[src/rtl/text_scroll_controller.sv]
`default_nettype none
// ============================================================================
// Module      : text_scroll_controller
// Description : Owns the top_row pointer of a 32-row circular text buffer
//               and sequences two operations on it:
//                 - scroll up one line: blank the row that is about to
//                   become visible at the bottom, then advance top_row;
//                 - clear screen: blank all 32 physical rows, then reset
//                   top_row to 0.
//               Blanking writes go out on a valid/ready port.  Every
//               top_row change is held back until a frame_start pulse
//               arrives, so the display never tears mid-frame.
// Ports       : clk, reset       - clock, synchronous active-high reset
//               frame_start      - one-cycle pulse at start of vblank
//               scroll_req       - level request, scroll up one line
//               clear_req        - level request, clear whole screen
//               ack              - one-cycle pulse when operation commits
//               busy             - high whenever an operation is in flight
//               top_row          - physical row shown at the screen top
//               wr_valid/ready   - blanking write handshake
//               wr_row/col/data  - blanking write address and character
// Revision    : 1.0 - initial release
// ============================================================================
module text_scroll_controller #(
   parameter int         ROWS       = 24,
   parameter int         COLS       = 80,
   parameter logic [7:0] BLANK_CHAR = 8'h20
) (
   input  logic       clk,
   input  logic       reset,
   input  logic       frame_start,
   input  logic       scroll_req,
   input  logic       clear_req,
   output logic       ack,
   output logic       busy,
   output logic [4:0] top_row,
   output logic       wr_valid,
   input  logic       wr_ready,
   output logic [4:0] wr_row,
   output logic [6:0] wr_col,
   output logic [7:0] wr_data
);

   // ------------------------------------------------------------------------
   // Constants
   // ------------------------------------------------------------------------
   // Offset from top_row to the first row that is not yet visible; that is
   // the row recycled by a scroll.  The 5-bit truncation gives mod-32 wrap.
   localparam logic [4:0] c_ROW_OFS  = 5'(ROWS);
   localparam logic [6:0] c_LAST_COL = 7'(COLS - 1);
   localparam logic [4:0] c_LAST_ROW = 5'd31;

   // ------------------------------------------------------------------------
   // State encoding
   // ------------------------------------------------------------------------
   typedef enum logic [2:0] {
      S_IDLE       = 3'd0,
      S_CLR_LINE   = 3'd1,
      S_CLR_ALL    = 3'd2,
      S_WAIT_FRAME = 3'd3,
      S_DONE       = 3'd4
   } state_t;

   state_t     state_q,    state_d;
   logic       op_clear_q, op_clear_d;   // 1: clear in flight, 0: scroll
   logic [4:0] top_row_q,  top_row_d;
   logic       ack_q,      ack_d;
   logic       busy_q,     busy_d;
   logic       wr_valid_q, wr_valid_d;
   logic [4:0] wr_row_q,   wr_row_d;
   logic [6:0] wr_col_q,   wr_col_d;
   logic [7:0] wr_data_q;

   // A blanking write retires on this cycle.
   logic       w_wr_done;
   logic       w_last_col;

   assign w_wr_done  = wr_valid_q & wr_ready;
   assign w_last_col = (wr_col_q == c_LAST_COL);

   // ------------------------------------------------------------------------
   // Next-state and output logic
   // ------------------------------------------------------------------------
   always_comb begin
      state_d    = state_q;
      op_clear_d = op_clear_q;
      top_row_d  = top_row_q;
      ack_d      = 1'b0;
      wr_valid_d = wr_valid_q;
      wr_row_d   = wr_row_q;
      wr_col_d   = wr_col_q;

      unique case (state_q)
         S_IDLE: begin
            // Clear has priority; a simultaneous scroll request stays
            // pending and is picked up once the clear has been acked.
            if (clear_req) begin
               state_d    = S_CLR_ALL;
               op_clear_d = 1'b1;
               wr_row_d   = 5'd0;
               wr_col_d   = 7'd0;
               wr_valid_d = 1'b1;
            end else if (scroll_req) begin
               state_d    = S_CLR_LINE;
               op_clear_d = 1'b0;
               wr_row_d   = top_row_q + c_ROW_OFS;
               wr_col_d   = 7'd0;
               wr_valid_d = 1'b1;
            end
         end

         S_CLR_LINE: begin
            if (w_wr_done) begin
               if (w_last_col) begin
                  wr_valid_d = 1'b0;
                  state_d    = S_WAIT_FRAME;
               end else begin
                  wr_col_d = wr_col_q + 7'd1;
               end
            end
         end

         S_CLR_ALL: begin
            if (w_wr_done) begin
               if (w_last_col) begin
                  if (wr_row_q == c_LAST_ROW) begin
                     wr_valid_d = 1'b0;
                     state_d    = S_WAIT_FRAME;
                  end else begin
                     wr_col_d = 7'd0;
                     wr_row_d = wr_row_q + 5'd1;
                  end
               end else begin
                  wr_col_d = wr_col_q + 7'd1;
               end
            end
         end

         S_WAIT_FRAME: begin
            // Commit only at the frame boundary; earlier frame_start
            // pulses (seen while still blanking) were ignored.
            if (frame_start) begin
               top_row_d = op_clear_q ? 5'd0 : (top_row_q + 5'd1);
               ack_d     = 1'b1;
               state_d   = S_DONE;
            end
         end

         S_DONE: begin
            state_d = S_IDLE;
         end

         default: begin
            state_d    = S_IDLE;
            wr_valid_d = 1'b0;
         end
      endcase

      // busy is registered, so it is derived from the state being entered.
      busy_d = (state_d != S_IDLE);
   end

   // ------------------------------------------------------------------------
   // Registers
   // ------------------------------------------------------------------------
   always_ff @(posedge clk) begin
      if (reset) begin
         state_q    <= S_IDLE;
         op_clear_q <= 1'b0;
         top_row_q  <= 5'd0;
         ack_q      <= 1'b0;
         busy_q     <= 1'b0;
         wr_valid_q <= 1'b0;
         wr_row_q   <= 5'd0;
         wr_col_q   <= 7'd0;
         wr_data_q  <= BLANK_CHAR;
      end else begin
         state_q    <= state_d;
         op_clear_q <= op_clear_d;
         top_row_q  <= top_row_d;
         ack_q      <= ack_d;
         busy_q     <= busy_d;
         wr_valid_q <= wr_valid_d;
         wr_row_q   <= wr_row_d;
         wr_col_q   <= wr_col_d;
         wr_data_q  <= BLANK_CHAR;
      end
   end

   assign ack      = ack_q;
   assign busy     = busy_q;
   assign top_row  = top_row_q;
   assign wr_valid = wr_valid_q;
   assign wr_row   = wr_row_q;
   assign wr_col   = wr_col_q;
   assign wr_data  = wr_data_q;

endmodule
`default_nettype wire

[config.mk]
export PLATFORM = sky130hd
export DESIGN_NAME = text_scroll_controller
export DESIGN_NICKNAME = d
export VERILOG_FILES = /design/src/rtl/text_scroll_controller.sv
export SDC_FILE = /design/constraint.sdc
export NUM_CORES = 1
export LEC_CHECK = 0
export ABC_AREA = 1
export CAP_MARGIN = 20
export CELL_PAD_IN_SITES_DETAIL_PLACEMENT = 1
export CELL_PAD_IN_SITES_GLOBAL_PLACEMENT = 1
export CORE_MARGIN = 3
export CORE_UTILIZATION = 35
export DETAILED_ROUTE_END_ITERATION = 7
export PLACE_DENSITY_LB_ADDON = 0.1
export SYNTH_ARGS = -nofsm -noshare
export SYNTH_HDL_FRONTEND = slang
export SYNTH_SLANG_ARGS = --single-unit
[constraint.sdc]
create_clock -name clk -period 1.8 [get_ports clk]
set_clock_uncertainty 0.15 [all_clocks]
set_input_delay 0.36 -clock clk [delete_from_list [all_inputs] [get_ports clk]]
set_output_delay 0.36 -clock clk [all_outputs]
set_load 0.01 [all_outputs]
==> After elaboration in Yosys (flattened, before gate mapping) <==
Index checks and enable logic that the tools add are counted.
{ "totals": {"in_bits": 6, "regBits": 24, "out_inout_bits": 28} }
{ "classes": {"add_sub_neg": 4, "n_bitwise": 3, "eq_ne": 15, "n_mux": 35, "reduce_logical": 12} }
{ "op_table": {"columns": ["cell", "count"], "rows": [
  ["$mux 7", 7],
  ["$mux 5", 6],
  ["$mux 3", 8],
  ["$pmux 7 s3", 1],
  ["$ne 2x2->1 const B", 7],
  ["$pmux 3 s4", 1],
  ["$add 5x1->5 const B", 2],
  ["$mux 1", 10],
  ["$pmux 5 s2", 1],
  ["$add 7x1->7 const B", 1],
  ["$eq 7x7->1 const B", 1],
  ["$reduce_and 7->1", 1],
  ["$eq 3x2->1 const B", 2],
  ["$ne 3x3->1 const B", 2],
  ["$reduce_and 6->1", 1],
  ["$reduce_bool 3->1", 2],
  ["$add 5x5->5 const B", 1],
  ["$eq 5x5->1 const B", 1],
  ["$reduce_and 5->1", 1],
  ["$pmux 1 s4", 1],
  ["$reduce_and 2->1", 2],
  ["$reduce_bool 2->1", 2],
  ["$reduce_or 2->1", 2],
  ["$eq 3x1->1 const B", 1],
  ["other kinds (4)", 5]
]} }

==> Longest topological paths before layout <==
{ "logic_depth": {"word_depth": 6, "ltp_mapped": 12} }

==> Worst setup path after synthesis <==
OpenSTA, ideal clock, no wires.
{ "synth_timing": {"path_type": "reg-to-reg", "from": "register wr_row_q[0], in the netlist wr_row[0]", "to": "register wr_col_q[1], in the netlist wr_col[1]", "stages_incl_launch_ff": 12, "path_buffers": 0, "slack_ns": 0.039, "arrival_time_ns": 1.498, "setup_time_ns": 0.113, "path_cell_list": "dfxtp_1 -> ha_1 -> nand2_1 -> nor2_1 -> ha_1 -> inv_1 -> nor2_2 -> o21ai_2 -> nand2_4 -> nand2_1 -> o21ai_1 -> nor2_1"} }
{ "synth_between": {"elab_chain_cells": 3} }
{ "synth_rtl": {"columns": ["element", "line_no", "rtl"], "rows": [
  ["start: declaration", "70", "logic [4:0] wr_row_q, wr_row_d;"],
  ["start signal: assignment", "184", "wr_row_q <= wr_row_d;"],
  ["$eq 5x5->1", "126", "if (wr_row_q == c_LAST_ROW) begin"],
  ["$ne 3x3->1 (no source line)", null, null],
  ["$reduce_and 6->1 (no source line)", null, null],
  ["end signal: assignment", "185", "wr_col_q <= wr_col_d;"],
  ["end: declaration", "71", "logic [6:0] wr_col_q, wr_col_d;"]
]} }
Every way passes these cells.
A chain may end at the register's enable or synchronous reset.

==> Worst setup path in the final report <==
{ "layout_timing": {"from": "register wr_col_q[5], in the netlist wr_col[5]", "to": "output wr_col[5]"} }
{ "layout_rtl": {"columns": ["element", "line_no", "rtl"], "rows": [
  ["end: declaration", "40", "output logic [6:0] wr_col,"]
]} }
No word-level cell between the ends.

==> out/metrics.yaml <==
global_routing:
  grt_pass1_vias: 1540
  grt_first_pass_wirelength_um: 7090
  antenna_found_initial: 0
  gr-total-overflow: 0
  grtUsageTotal: 0.168
  grt_max_degree: 15
logic_synthesis:
  ys_ff_latch: 24
  synth_cell_types: 27
  ys_seq_area_frac: 0.311
  avgSynthCellArea_um2: 6.51
  yosysWarnings: 0
  netlist_area_um2: 1540
  synthCells: 237
power:
  finalPower_w: 0.00170
  intPower_w: 0.00113
  p_seq_frac: 0.371
  p_sw_w: 0.000568
  clock_power_share: 0.286
  power.density_nw_per_um2: 813
  swShare: 0.335
  pwr-share-comb: 0.342
  p_leak_nw: 0.975
  ir_worst_vdd_mv: 0.402
cells_and_area:
  layout.nets: 287
  n_antenna_cell: 0
  drive_gt1_frac: 0.232
  synthToLayoutAreaGrowth_pct: 35.4
  instances_no_fill: 326
  final_util: 0.507
setup_path:
  critical_path_buf_inv_count: 1
  r2r-start: "wr_row[0]$_SDFFE_PP0P_"
  crit_slowest_cell: "clkdlybuf4s50_1"
  slowest_delay_ns: 0.58
  critical_path_class: "reg -> out"
  required_ns: 1.29
  timing.rr.end: "wr_row[0]$_SDFFE_PP0P_"
  reg2reg_depth: 10
  worstPathArrival_ns: 1.26
  crit_family: "buffers and inverters"
  crit_fanout: 4
  critPathCaptureType: "output port"
  r2r_slack_ns: 0.07
  worstPathCellList: "clkdlybuf4s50_1"
  startpoint_type: "register"
clocking:
  cts_made_buffers: 3
  cts.htree.levels: 1
  hold_buffers: 0
  clock_path_buffers: 2
  cts_root_buf: "clkbuf_8"
  clock-sinks: 24
  clk_pin_slew_worst_paths_ns: 0.09
  clk-insertion-delay-late_ns: 0.27
  cts_tree: "yes"
sta:
  setup_viol: 0
  fmax_mhz: 566
  drv_slew: 0
  finalCritPeriodShare: 0.981
  fin_crit_ns: 1.77
  rsz0062_at_grt: "yes"
  fin_tns_setup_ns: 0
  hold_viol_final: 0
min_path:
  min_path_type: "reg -> reg"
  hp-start: "op_clear_q$_SDFFE_PP0P_"
  holdPathEnd: "op_clear_q$_SDFFE_PP0P_"
  hold_depth: 2
placed_design:
  portBuffers: 25
  dp_hpwl_um: 3350
  dp.cells: 320
  place_congestion: 0.809
die:
  num_io_pins: 34
  die_x_um: 72.4
  row_count: 23
  die_y_um: 72.4
  start_util: 0.375
  dieArea_um2: 5240
  core_area_um2: 4120
route:
  vias_per_cell: 4.82
  firstDrtPassIters: 4
  ant_nets: 0
  drt-wirelength-per-cell_um: 13.1
  vias: 1571
  drc: 0
  drt-total-wl_um: 4270
  drtIter0Drc: 33
status:
  status: "completed"
run:
  max_cap_violations: 0
what timing repair did:
action / 4_1_cts / 5_1_grt
endpoints found under the setup margin: 12 / 24
resized for setup: 7 / 26
pin swaps: 3 / 7
gates cloned: 0 / 0
buffers inserted: 0 / 2
hold endpoints to repair: 0 / 0
per-layer routing:
layer  vias up  GRT usage  part of all wire
met1       732      0.235              0.49
met5         -          0                 0
met2        21      0.273              0.48
li1        816          -                 -
met3         2     0.0249             0.027
met4         0     0.0369            0.0056
sequential cells by signal (all words and copies together) (netlist names):
name        flops
top_row         5
busy            1
wr_row          5
state_q         3
ack             1
wr_valid        1
wr_col          7
op_clear_q      1
through the flow:
step	cell area [um^2]	hold WS, ns	setup slack, ns
finish	2090	0.342	0.0346
global route	2090	0.385	-0.0300
CTS	1980	0.348	0.000660
detailed placement	1900	0.335	-0.0815
global placement	1900	0.320	-0.0485
floorplan	1570	0.300	0.0388
synthesized netlist by cell type (all sizes together):
| master | n | area, um^2 |
|---|---|---|
| clkinv | 1 | 3.75 |
| nand3 | 24 | 125 |
| xnor2 | 1 | 8.76 |
| inv | 32 | 120 |
| or2 | 1 | 6.26 |
| buf | 11 | 75.1 |
| xor2 | 1 | 8.76 |
| nand2 | 62 | 265 |
| nor2 | 36 | 180 |
| o31ai | 2 | 15.0 |
| conb | 2 | 7.51 |
| o21ai | 10 | 57.6 |
| nor3b | 1 | 7.51 |
| nand4 | 5 | 31.3 |
| nor3 | 8 | 40.0 |
| a21oi | 12 | 60.1 |
| ha | 4 | 50.1 |
| dfxtp | 24 | 480 |
area by class of cell:
class / count / area [um^2]
Fill cell: 545 / 2030
Multi-Input combinational cell: 175 / 952
Sequential cell: 24 / 495
Timing Repair Buffer: 40 / 380
Inverter: 33 / 126
Tap cell: 50 / 62.6
Clock buffer: 3 / 41.3
Clock inverter: 1 / 30.0
how the worst max path moves through the flow:
stage / cells past startpoint / end / slack, ns / from
2_1_floorplan: 11 / wr_col[1]$_SDFFE_PP0P_ / 0.04 / wr_row[0]$_SDFFE_PP0P_
3_3_place_gp: 8 / wr_col[1]$_SDFFE_PP0P_ / -0.05 / clear_req
3_5_place_dp: 8 / wr_row[0]$_SDFFE_PP0P_ / -0.08 / scroll_req
4_1_cts: 11 / wr_col[1]$_SDFFE_PP0P_ / 0.0007 / wr_row[0]$_SDFFE_PP0P_
5_1_grt: 11 / wr_row[0]$_SDFFE_PP0P_ / -0.03 / wr_row[0]$_SDFFE_PP0P_
6_report: 1 / wr_col[5] / 0.03 / wr_col[5]$_SDFFE_PP0P_
kinds of logic (layout without fill, tap and decap cells):
logic type | after synthesis | count (layout) | share of synthesized area
other cells | 2 | 8 | 0.00487
xor+xnor | 2 | 2 | 0.0114
flops | 24 | 24 | 0.311
simple gates | 137 | 137 | 0.425
buf+inv | 44 | 77 | 0.129
compound gates | 24 | 24 | 0.0860
fa+ha+maj | 4 | 4 | 0.0324
placed cells by master, fill, tap and decap left out, types with 2 or more instances in the layout:
| master | count |
|---|---|
| conb_1 | 8 |
| dlymetal6s2s_1 | 3 |
| nor2_1 | 23 |
| inv_1 | 27 |
| clkbuf_8 | 3 |
| dfxtp_1 | 14 |
| dfxtp_2 | 9 |
| nor3_1 | 8 |
| inv_2 | 4 |
| buf_4 | 14 |
| nand2_1 | 52 |
| nor2_4 | 7 |
| o31ai_1 | 2 |
| o21ai_0 | 6 |
| nand2_4 | 4 |
| a21oi_1 | 11 |
| nand3_1 | 23 |
| nand4_1 | 5 |
| nand2_2 | 6 |
| ha_1 | 2 |
| nor2_2 | 6 |
| dlygate4sd2_1 | 2 |
| clkdlybuf4s50_1 | 20 |
| o21ai_1 | 2 |
tightest hold or removal path: stages, from the launching register on:
cell     delay (ns)
dfxtp_1        0.32
o21ai_0        0.07
a21oi_1        0.06
power groups by stage:
stage	clock [W]	sequential, W	combinational (W)
after floorplan	0	0.000666	0.000309
after global placement	0	0.000634	0.000552
after detailed placement	0	0.000637	0.000555
after CTS	0.000497	0.000625	0.000560
after global routing	0.000525	0.000638	0.000653
final	0.000486	0.000630	0.000581
(Power assumes the default switching activity.)
